$ cat config.mk
export PLATFORM = sky130hd
export DESIGN_NAME = mem_arbiter
export DESIGN_NICKNAME = d
export VERILOG_FILES = /design/src/rtl/mem_arbiter.sv
export SDC_FILE = /design/constraint.sdc
export NUM_CORES = 1
export LEC_CHECK = 0
export BUFFER_PORTS_ARGS = -buffer_cell sky130_fd_sc_hd__buf_2
export CAP_MARGIN = 10
export CORE_ASPECT_RATIO = 0.9
export CORE_MARGIN = 2
export CORE_UTILIZATION = 42
export DETAILED_ROUTE_END_ITERATION = 10
export GPL_TIMING_DRIVEN = 1
export PLACE_DENSITY = 0.92
export SKIP_LAST_GASP = 1
export SLEW_MARGIN = 20
export SYNTH_ARGS = -nofsm -noshare
export SYNTH_HDL_FRONTEND = slang
export SYNTH_SLANG_ARGS = --single-unit
$ cat constraint.sdc
create_clock -name clk -period 2.7 [get_ports clk]
set_input_delay 0.405 -clock clk [delete_from_list [all_inputs] [get_ports clk]]
set_output_delay 0.405 -clock clk [all_outputs]
set_load 0.03 [all_outputs]
$ cat src/rtl/mem_arbiter.sv
// Two-port (fetch/data) arbiter onto a single-ported word memory.
// One access in flight; data has priority until fetch has lost STARVE_MAX times.
module mem_arbiter #(
  parameter int ADDR_W     = 12,
  parameter int STARVE_MAX = 3
) (
  input  logic              clk,
  input  logic              rst,
  input  logic              f_req,
  input  logic [ADDR_W-1:0] f_addr,
  output logic              f_valid,
  output logic [31:0]       f_data,
  input  logic              d_req,
  input  logic              d_we,
  input  logic [3:0]        d_be,
  input  logic [ADDR_W-1:0] d_addr,
  input  logic [31:0]       d_wdata,
  output logic              d_valid,
  output logic [31:0]       d_rdata,
  output logic              mem_en,
  output logic [3:0]        mem_we,
  output logic [ADDR_W-1:0] mem_addr,
  output logic [31:0]       mem_wdata,
  input  logic [31:0]       mem_rdata,
  output logic              busy
);

  typedef enum logic [1:0] {IDLE, F_ACC, D_ACC} state_t;

  localparam int SW = $clog2(STARVE_MAX + 2);
  localparam logic [SW-1:0] STARVE_TOP = SW'(STARVE_MAX);
  localparam logic [ADDR_W-1:0] ALIGN_MASK = {{(ADDR_W-2){1'b1}}, 2'b00};

  state_t        state_reg;
  logic [SW-1:0] starve_reg;
  logic          store_reg;
  logic [31:0]   f_data_reg;
  logic [31:0]   d_rdata_reg;
  logic          grant_f;
  logic          grant_d;

  // Grants are decided in the IDLE cycle itself so the memory strobe goes out that cycle.
  always_comb begin
    grant_f = 1'b0;
    grant_d = 1'b0;
    if (!rst && state_reg == IDLE) begin
      if (f_req && (!d_req || starve_reg == STARVE_TOP))
        grant_f = 1'b1;
      else if (d_req)
        grant_d = 1'b1;
    end
  end

  assign mem_en    = grant_f | grant_d;
  assign mem_we    = (grant_d && d_we) ? d_be : 4'b0000;
  assign mem_addr  = grant_f ? (f_addr & ALIGN_MASK) :
                     grant_d ? (d_addr & ALIGN_MASK) : '0;
  assign mem_wdata = grant_d ? d_wdata : 32'h0;

  assign busy    = (state_reg != IDLE);
  assign f_valid = (state_reg == F_ACC);
  assign d_valid = (state_reg == D_ACC);
  // Memory read data arrives in the access cycle; hold registers keep it afterwards.
  assign f_data  = f_valid ? mem_rdata : f_data_reg;
  assign d_rdata = d_valid ? (store_reg ? 32'h0 : mem_rdata) : d_rdata_reg;

  always_ff @(posedge clk or posedge rst) begin
    if (rst) begin
      state_reg   <= IDLE;
      starve_reg  <= '0;
      store_reg   <= 1'b0;
      f_data_reg  <= 32'h0;
      d_rdata_reg <= 32'h0;
    end else begin
      case (state_reg)
        IDLE: begin
          if (grant_f) begin
            state_reg  <= F_ACC;
            starve_reg <= '0;
          end else if (grant_d) begin
            state_reg <= D_ACC;
            store_reg <= d_we;
            if (f_req && starve_reg != STARVE_TOP)
              starve_reg <= starve_reg + SW'(1);
          end
        end
        F_ACC: begin
          f_data_reg <= mem_rdata;
          state_reg  <= IDLE;
        end
        D_ACC: begin
          d_rdata_reg <= store_reg ? 32'h0 : mem_rdata;
          state_reg   <= IDLE;
        end
        default: state_reg <= IDLE;
      endcase
    end
  end

endmodule

==> Word level (Yosys, flattened, before mapping) <==
Cells that the tools add are included.
{ "op_classes": {"mul": 0, "n_mux": 18, "n_shift": 0, "reduce_logical": 13, "bitwise": 2, "n_div": 0, "add_sub_neg": 1, "order_cmp": 0, "n_eq_ne": 5} }
{ "op_table": {"columns": ["op", "n"], "rows": [
  ["$mux W32", 4],
  ["$mux W12", 2],
  ["$mux W3", 3],
  ["$mux W2", 3],
  ["$reduce_and A3 Y1", 2],
  ["$reduce_bool A2 Y1", 3],
  ["$mux W1", 5],
  ["$logic_and A1 B1 Y1", 4],
  ["$mux W4", 1],
  ["$add A3 B1 Y3 const B", 1],
  ["$eq A3 B2 Y1 const B", 1],
  ["$ne A3 B2 Y1 const B", 1],
  ["$ne A3 B3 Y1 const B", 1],
  ["$eq A2 B1 Y1 const B", 1],
  ["$eq A2 B2 Y1 const B", 1],
  ["$logic_not A1 Y1", 2],
  ["$logic_not A2 Y1", 1],
  ["$logic_or A1 B1 Y1", 1],
  ["$not A1 Y1", 1],
  ["$or A1 B1 Y1", 1]
]} }
{ "totals": {"out_inout_bits": 116, "inputBits": 97, "n_memories": 0, "word_cells": 44, "ramBits": 0, "reg_bits": 70, "latchBits": 0, "mem_bits_ro": 0} }

==> Depth between registers and ports, before layout <==
Gate-level depths: netlist of the first run.
{ "logic_depth": {"depth_word": 8, "mapped_depth": 6, "ltp_nobuf": 5} }

==> Least setup slack after synthesis of the first run <==
Ideal clock, no wire load.
{ "synth_timing": {"path_type": "register -> output", "start": "register state_reg[0]", "end": "output port d_rdata[10]", "path_stages_with_launch": 5, "path_slack_ps": 658, "required_ps": 2295, "arrival_ps": 1637, "path_buffers": 2, "cell_sequence": "dfrtp_1 nand2b_1 clkbuf_1 clkbuf_1 o21ai_0"} }
{ "synth_via": {"elab_chain_cells": 2} }
{ "synth_rtl": {"columns": ["item", "line_no", "text"], "rows": [
  ["from (decl)", "34", "state_t state_reg;"],
  ["from (signal assigned)", "69", "state_reg <= IDLE;"],
  ["from (signal assigned)", "78", "state_reg <= F_ACC;"],
  ["from (signal assigned)", "81", "state_reg <= D_ACC;"],
  ["$eq A2 B2 Y1", "62", "assign d_valid = (state_reg == D_ACC);"],
  ["$mux W32", null, null],
  ["to (decl)", "19", "output logic [31:0] d_rdata,"]
]} }
Every way passes these cells.

==> Worst setup path in the final report of the first run <==
{ "layout_timing": {"start": "register state_reg[1]", "end": "output port mem_addr[4]"} }
{ "layout_via": {"elab_chain_cells": 5, "word_cells_on_any_way": 6, "classes_between": "mux (4); reduce/logical (2)"} }
{ "layout_rtl": {"columns": ["item", "line_no", "text"], "rows": [
  ["$logic_not A2 Y1 *", "46", "if (!rst && state_reg == IDLE) begin"],
  ["$logic_and A1 B1 Y1 *", "46", null],
  ["$mux W1", "46", null],
  ["$mux W12", "57", "grant_d ? (d_addr & ALIGN_MASK) : '0;"],
  ["$mux W12 *", "56", "assign mem_addr = grant_f ? (f_addr & ALIGN_MASK) :"],
  ["to (decl)", "22", "output logic [ADDR_W-1:0] mem_addr,"]
]} }
Every way passes the cells marked *; elsewhere a longest branch is shown, timed or not.

==> impl_metrics.ini, run 1 <==
[timing]
slew_viol_final = 0
skew_ps = 10.2
setup_viol = 0
final.setup.tns_ps = 0
final-hold-violation-count = 0
fin_crit_ps = 2540
fmax_mhz = 393
min_period_over_period_pct = 94.2
holdWs_ps = 213
relSlewSlack_pct = 40.3
tightest_slew_ps = 896
rsz0062_at_grt = false

[final_layout]
drive_gt1_share_pct = 53.9
nFillCells = 651
antennaDiodeCount = 0
synthToLayoutAreaGrowth_pct = 41.6
multi_input_area_um2 = 1330
layout_commonest_cell = buf_2
layout_common_cells = 206 x buf_2, 70 x dfrtp_1, 36 x nand2_1
seq_area_um2 = 1750
nets = 590

[worst_setup_path]
crit_start = state_reg[1]
required_ps = 2300
r2r-start = state_reg[1]
crit_arrival_ps = 2140
critPathLaunchType = flip-flop
crit_cells = 5
cp_slowest_stage_delay_ps = 590
endpoint_kind = output port
critical_path.max_fanout = 48
path_cells = or4b_4 -> a21oi_4 -> buf_12 -> a22o_1 -> buf_2
critPathKind = flip-flop to output port
critPathBufInv = 2
crit_family = simple AND/OR/NAND/NOR gates
worstRegToRegCells = 4
crit_slowest_cell = or4b_4

[cts]
root_buffer = clkbuf_8
clock-sinks = 70
clk_pin_slew_worst_paths_ps = 80
cts_tree = built
clockBufferDepth = 2
cts.hold.buffers_added = 0
cts_setup_buffers = 0
htreeDepth = 3
worstSkewPairLatency_ps = 340
cts_buffers = 9

[global_routing]
grt_overflow_total = 0
grtUsageTotal_pct = 21.0
grt_antenna_before_repair = 0
grt_pass1_wl_um = 13200
first_global_vias = 2766
grt_max_degree = 49

[placement]
port_buffers = 206
place_congestion = 0.785
dp_hpwl_um = 6940

[flow_run]
maxCapViolations = 0

[route]
drt_pass1_iterations = 4
vias_per_cell = 4.78
via_count = 2824
drtIter0Drc = 70
avgRoutedWirePerCell_um = 14.8
ant_nets = 0
drc_errors = 0
wl_um = 8770

[synth]
netlist.area_leader.share_pct = 54.7
synth_cell_type_count = 26
ys.warnings.count = 0
synthCells = 291
synth.area.top_cells = dfrtp_1 55%, mux2_2 12%, nand2b_1 6.6%
synth_top_area_cell = dfrtp_1
ys_ff_latch = 70
synth_area_um2 = 3200
seq_area_frac_synth_pct = 54.7
syn_area_per_cell_um2 = 11.0

[power_and_ir_drop]
p_per_area_nw_per_um2 = 835
power.leakage_uw = 0.00247
ir_worst_vdd_v = 0.000309

[floorplanning]
start_util_pct = 42.9
die_area_um2 = 8340
core_area_um2 = 7470
fp.dieW_um = 96.0
num_io_pins = 213
row_count = 30
die_h_um = 86.8

[outcome]
outcome = completed

[min_path]
holdCritPathClass = input pin to async pin
metal layers:
metal  GRT usage, %  share of wire (%)  vias to the layer above
met3           4.96                6.6                       21
met5              0                  0                        -
met2           38.3                 54                      125
li1               -                  -                     1361
met1           22.3                 37                     1317
met4           10.4                2.4                        0
synthesized netlist by cell type:
cell type  instances
o31ai_1            1
or4b_1             1
buf_4              3
or2_2              1
inv_1              3
nand2_1           36
a22o_1            10
conb_1             1
nor2_2             1
o21ai_0           33
buf_2              5
buf_1              1
nand2b_1          34
ha_1               2
a21oi_4            1
a21o_1             1
buf_6              3
or4b_4             1
nor3_1             1
clkbuf_2           1
and3_1             4
nor2b_1            2
dfrtp_1           70
clkbuf_1          10
mux2_2            33
and2_1            32
area by class of cell:
class                      count  share of cell area (%)
timing repair buffer         211                    24.4
clock buffer                   9                    2.73
inverter                       3                   0.248
clock inverter                 6                    1.93
tap                           96                    2.65
multi-input combinational    196                    29.4
sequential                    70                    38.6
cells by family (layout without fill, tap and decap cells):
logic type	Yosys count	after routing	share of synthesized area, %
simple gates	113	113	19.6
flops	70	70	54.7
compound gates	46	46	8.87
mux	33	33	11.6
buf+inv	26	229	4.34
fa+ha+maj	2	2	0.781
other cells	1	2	0.117
path summary, 6_finish.rpt:
path,end,slack (ps)
max reg2reg,store_reg,800
min in group clk,f_data_reg[19],330
max,mem_addr[4],160
min reg2reg,d_rdata_reg[20],490
max in group asynchronous,d_rdata_reg[13],1820
min,f_data_reg[20],210
per-stage QoR:
step	setup slack, ps	instance area [µm²]	power [µW]	util (%)	cells
5_1_grt	60.9	4530	3990	60.7	591
4_1_cts	65.7	4530	3830	60.7	591
2_1_floorplan	527	3210	2450	-	292
3_3_place_gp	378	4310	2860	57.8	576
3_5_place_dp	310	4310	2920	57.8	576
6_report	158	4530	3790	60.7	591
power breakdown:
group	internal (µW)	switching, µW
combinational	481	992
clock	515	389
sequential	1310	101
what timing repair did:
| action | in CTS | in global routing |
|---|---|---|
| hold endpoints to repair | 0 | 0 |
| gates resized for setup | 1 | 1 |
| endpoints found under the setup margin | 10 | 10 |
| cloned | 0 | 0 |
Note: power is estimated with default switching activity, not from simulation.
==> run 2: changes to the inputs <==
ABC_AREA = 1   (was default)
CORE_UTILIZATION = 43   (was 42)
PLACE_DENSITY = 0.93   (was 0.92)
==> run 2 against run 1 <==
  * Combinational power is 42% higher
  * Critical path type unchanged
  * Clock-buffer cell count is 5 higher
  * Flip-flop and latch count stayed put
  * Clock skew hardly changed
  * Critical path depth is 2 higher
  * Largest power group unchanged
  * Clock power is 19% lower
  * Non-clock buffer count is 6 higher
  * Die area is 1.2% higher
  * Global-route usage is 3.3 points higher
  * Sequential share of layout area is 0.46 points lower
==> impl_metrics.ini, run 2 <==
[synth]
yosysMostFrequentCell = nand2_1
synthCells = 437
synth.area.top_cells = dfrtp_1 53%, nand2_1 18%, nand3_1 6.6%
ys.warnings.count = 0
seq_area_frac_synth_pct = 52.8
synth_commonest_cells = 161 x nand2_1, 70 x dfrtp_1, 51 x inv_1
synth_edf_count = 0
netlist.area_leader.share_pct = 52.8
async_flop_share_pct = 100
synth-main-ff-cell = dfrtp_1
ys_ff_latch = 70
synth_cell_type_count = 18
synth_area_um2 = 3320
syn_area_per_cell_um2 = 7.60
synth_top_area_cell = dfrtp_1

[final_layout]
layout_common_cells = 206 x buf_2, 161 x nand2_1, 70 x dfrtp_1, 50 x inv_1, 43 x nand3_1
antennaDiodeCount = 0
nets = 739
nFillCells = 662
layout_commonest_cell = buf_2
drive_gt1_share_pct = 37.1
synthToLayoutAreaGrowth_pct = 38.2
final_area_um2 = 4590

[floorplanning]
die_area_um2 = 8440
die_h_um = 87.4
row_count = 30
fp.dieW_um = 96.6
start_util_pct = 44.2
num_io_pins = 213
core_area_um2 = 7510

[cts]
cts_tree = built
cts.hold.buffers_added = 0
worstSkewPairLatency_ps = 330
htreeDepth = 3
clock-sinks = 70
cts_buffers = 9
clk_pin_slew_worst_paths_ps = 70
root_buffer = clkbuf_8
clockBufferDepth = 2

[global_routing]
grt_pass1_wl_um = 16500
grt_antenna_before_repair = 0
grt_max_degree = 72
first_global_vias = 3643
grt_overflow_total = 0
grtUsageTotal_pct = 24.2

[route]
ant_nets = 0
vias_per_cell = 4.93
drt-met1-wl_um = 4040
maxUsedRoutingLayer = met4
drt_pass1_iterations = 6
avgRoutedWirePerCell_um = 14.1
wl_met2_um = 5320
wl_um = 10400
drc_errors = 0
wl_met3_um = 813
via_count = 3649
drtIter0Drc = 181

[timing]
rsz0062_at_grt = false
tightest_slew_ps = 873
fin_crit_ps = 2480
slew_viol_final = 0
setup_ws_ps = 221
final.setup.tns_ps = 0
skew_ps = 10.3
final-hold-violation-count = 0
min_period_over_period_pct = 91.8
holdWs_ps = 307
setup_viol = 0
fmax_mhz = 403
relSlewSlack_pct = 41.8

[outcome]
outcome = completed

[placement]
dpl_cell_area_um2 = 4410
port_buffers = 206
place_congestion = 0.847
dp_hpwl_um = 7770
dp_slack_ps = 408

[power_and_ir_drop]
power.leakage_uw = 0.00296
ir_worst_vdd_v = 0.000327
p_per_area_nw_per_um2 = 944
p_total_uw = 4330

[min_path]
holdCritPathClass = input pin to flip-flop

[worst_setup_path]
critPathKind = flip-flop to output port
critical_path.max_fanout = 11
critPathLaunchType = flip-flop
endpoint_kind = output port
required_ps = 2300
crit_arrival_ps = 2070

[flow_run]
maxCapViolations = 0
==> run 2: cell types whose count changed after synthesis, moves of 10 or more <==
cell | before | now
nor2_1 | 0 | 41
mux2_2 | 33 | 0
nand2b_1 | 34 | 0
and2_1 | 32 | 0
inv_1 | 3 | 51
nand3_1 | 0 | 44
a22o_1 | 10 | 0
nand2_1 | 36 | 161
==> run 2: path summary, 6_finish.rpt <==
kind	from	end	slack (ps)	cells after the start
min reg2reg	f_data_reg[27]	f_data_reg[27]	470	2
max in group asynchronous	rst	d_rdata_reg[12]	1720	3
max reg2reg	state_reg[1]	f_data_reg[13]	1100	5
min in group asynchronous	rst	f_data_reg[29]	430	3
min	mem_rdata[0]	f_data_reg[0]	310	3
max	starve_reg[0]	mem_we[3]	220	7
==> run 2: final cells by class <==
class | count | area, µm² | share of cell area [%]
repair buffers | 217 | 1110 | 24.3
clock inverters | 1 | 5.00 | 0.109
multi-input cells | 289 | 1230 | 26.9
inverters | 53 | 203 | 4.42
well taps | 96 | 120 | 2.62
flip-flops and latches | 70 | 1750 | 38.2
clock buffers | 14 | 163 | 3.54
==> run 2: logic make-up (layout without fill, tap and decap cells) <==
kind of cell    count (synthesis)  in the layout  share of synthesized area, %
simple gates                  251            251                          30.6
buf+inv                        79            285                          10.6
flops                          70             70                          52.8
compound gates                 34             34                          5.20
fa+ha+maj                       2              2                         0.753
other cells                     1              2                         0.113
==> run 2: stage by stage <==
| step | instances | util [%] |
|---|---|---|
| after floorplan | 438 | - |
| after global placement | 725 | 58.7 |
| after detailed placement | 725 | 58.7 |
| after CTS | 740 | 61.0 |
| after global routing | 740 | 61.1 |
| final | 740 | 61.1 |
==> run 2: report_power, final <==
part / internal, µW / total (µW) / switching [µW]
combinational: 550 / 2090 / 1540
sequential: 1410 / 1520 / 104
clock: 379 / 730 / 351
==> run 2: per-layer routing <==
metal | vias up | track usage [%]
met4 | 0 | 12.5
li1 | 1725 | -
met5 | - | 0
met1 | 1695 | 28.0
met2 | 196 | 41.7
met3 | 33 | 6.74
==> run 2: repair_timing <==
item | in CTS | in global routing
gates resized for setup | 0 | 3
endpoints found under the hold margin | 0 | 0
setup endpoints to repair | 0 | 34
setup buffers | 0 | 0
==> run 2: critical path: stages (launching register included) <==
cell      delay, ps
dfrtp_1         390
ha_1            220
ha_1            220
a21boi_2        210
buf_4           210
nand3_2         140
nor2_1          130
buf_2           220
==> run 3: changes to the inputs <==
GPL_ROUTABILITY_DRIVEN = 0   (was default)
PLACE_DENSITY = 0.81   (was 0.93)
==> run 3 against run 2 <==
  * Non-clock buffer count shrank 2
  * Fmax shrank 4.2%
  * Register-to-register slack lost 110 ps
  * Clock-buffer cell count shrank 4
  * Combinational power is essentially flat
  * Design area grew 0.14%
  * Clock power grew 14%
  * Total power grew 1.6%
  * Sequential share of layout area shrank 0.052 points
  * First-iteration DRC count shrank 48%
  * Clock skew shrank 0.58 ps
  * Flip-flop and latch count is the same
  * Critical path type unchanged
  * Highest routed layer unchanged
==> impl_metrics.ini, run 3 (synthesis gave the netlist of run 2 again) <==
[outcome]
outcome = completed

[final_layout]
seq_area_um2 = 1750
nets = 737
multi_input_area_um2 = 1220
synthToLayoutAreaGrowth_pct = 38.4
drive_gt1_share_pct = 37.1
layout_commonest_cell = buf_2
fin_util_pct = 61.2
layout_common_cells = 206 x buf_2, 161 x nand2_1, 70 x dfrtp_1, 50 x inv_1, 44 x nand3_1
fin_cells = 738
antennaDiodeCount = 0
nFillCells = 717

[global_routing]
grt_max_degree = 72
first_global_vias = 3358
grt_antenna_before_repair = 0
grt_pass1_wl_um = 16000
grtUsageTotal_pct = 23.7
grt_overflow_total = 0
globalRouteMet2Util_pct = 42.9
use_met3_pct = 5.78
grt_util_met1_pct = 27.9
grt-busiest-layer = met2

[cts]
clockBufferDepth = 2
cts_setup_buffers = 0
cts_buffers = 9
clock-sinks = 70
clk_pin_slew_worst_paths_ps = 70
htreeDepth = 3
worstSkewPairLatency_ps = 340
root_buffer = clkbuf_8
cts_tree = built
cts_resized = 0
cts.hold.buffers_added = 0

[route]
vias_per_cell = 4.76
drt_pass1_iterations = 4
wl_um = 10200
avgRoutedWirePerCell_um = 13.8
via_count = 3513
ant_nets = 0
drc_errors = 0
drtIter0Drc = 95

[worst_setup_path]
endpoint_kind = output port
ff2ff_setup_slack_ps = 990
required_ps = 2300
critPathKind = flip-flop to output port
critPathLaunchType = flip-flop
critical_path.max_fanout = 11
crit_arrival_ps = 2180

[power_and_ir_drop]
power.leakage_uw = 0.00295
combPwrFrac_pct = 46.7
seqPwrFrac_pct = 34.4
intPower_uw = 2400
swShare_pct = 45.4
p_per_area_nw_per_um2 = 958
ir_worst_vdd_v = 0.000334
p_switching_uw = 2000
p_clk_share_pct = 18.9

[timing]
min_period_over_period_pct = 95.8
fin_crit_ps = 2590
fmax_mhz = 387
tightest_slew_ps = 872
skew_ps = 9.74
setup_viol = 0
relSlewSlack_pct = 41.9
final-hold-violation-count = 0
rsz0062_at_grt = true
slew_viol_final = 0

[floorplanning]
fp.dieW_um = 96.6
start_util_pct = 44.2
die_h_um = 87.4
num_io_pins = 213
core_area_um2 = 7510
die_area_um2 = 8440
row_count = 30

[placement]
dp_hpwl_um = 7860
dp.cells = 723
port_buffers = 206

[flow_run]
maxCapViolations = 0

[min_path]
holdCritPathClass = input pin to flip-flop
-- run 3: layout make-up --
type                       instances  share of cell area [%]
sequential                        70                    38.1
multi-input combinational        289                    26.7
timing repair buffer             215                    23.9
inverter                          53                    4.44
clock buffer                      10                    2.99
tap                               96                    2.61
clock inverter                     5                    1.28
-- run 3: metrics by stage --
step	hold slack (ps)	total power [µW]	TNS, ps	instance area [µm²]	setup WS (ps)
global route	284	4670	-44.3	4600	-31.4
finish	295	4400	0	4600	113
floorplan	442	2960	0	3330	33.6
CTS	278	4440	0	4590	6.55
global placement	454	3540	0	4390	434
detailed placement	458	3600	0	4390	394
-- run 3: path summary, 6_finish.rpt --
path,endpoint,cells past startpoint,startpoint
max reg2reg,f_data_reg[18],5,state_reg[0]
max,mem_we[3],7,starve_reg[0]
min in group asynchronous,d_rdata_reg[13],3,rst
min,f_data_reg[6],3,mem_rdata[6]
min reg2reg,f_data_reg[26],2,f_data_reg[26]
max in group asynchronous,f_data_reg[13],3,rst
-- run 3: power by group through the flow --
stage	combinational, µW	clock, µW	sequential [µW]
4_1_cts	2070	855	1520
6_report	2060	832	1510
3_5_place_dp	2070	0	1540
5_1_grt	2220	903	1550
3_3_place_gp	2030	0	1510
2_1_floorplan	1460	0	1500
-- run 3: layer usage --
metal / vias to the layer above / share of wire [%]
li1: 1732 / -
met1: 1638 / 40
met2: 126 / 52
met3: 17 / 5.7
met4: 0 / 2.0
met5: - / 0
-- run 3: worst max-delay path, stage by stage, from the launching register on --
cell and delay, ps:
dfrtp_1 390, ha_1 210, ha_1 210, a21boi_1 290, buf_4 240, nand3_1 160, nor2_1 130, buf_2 220
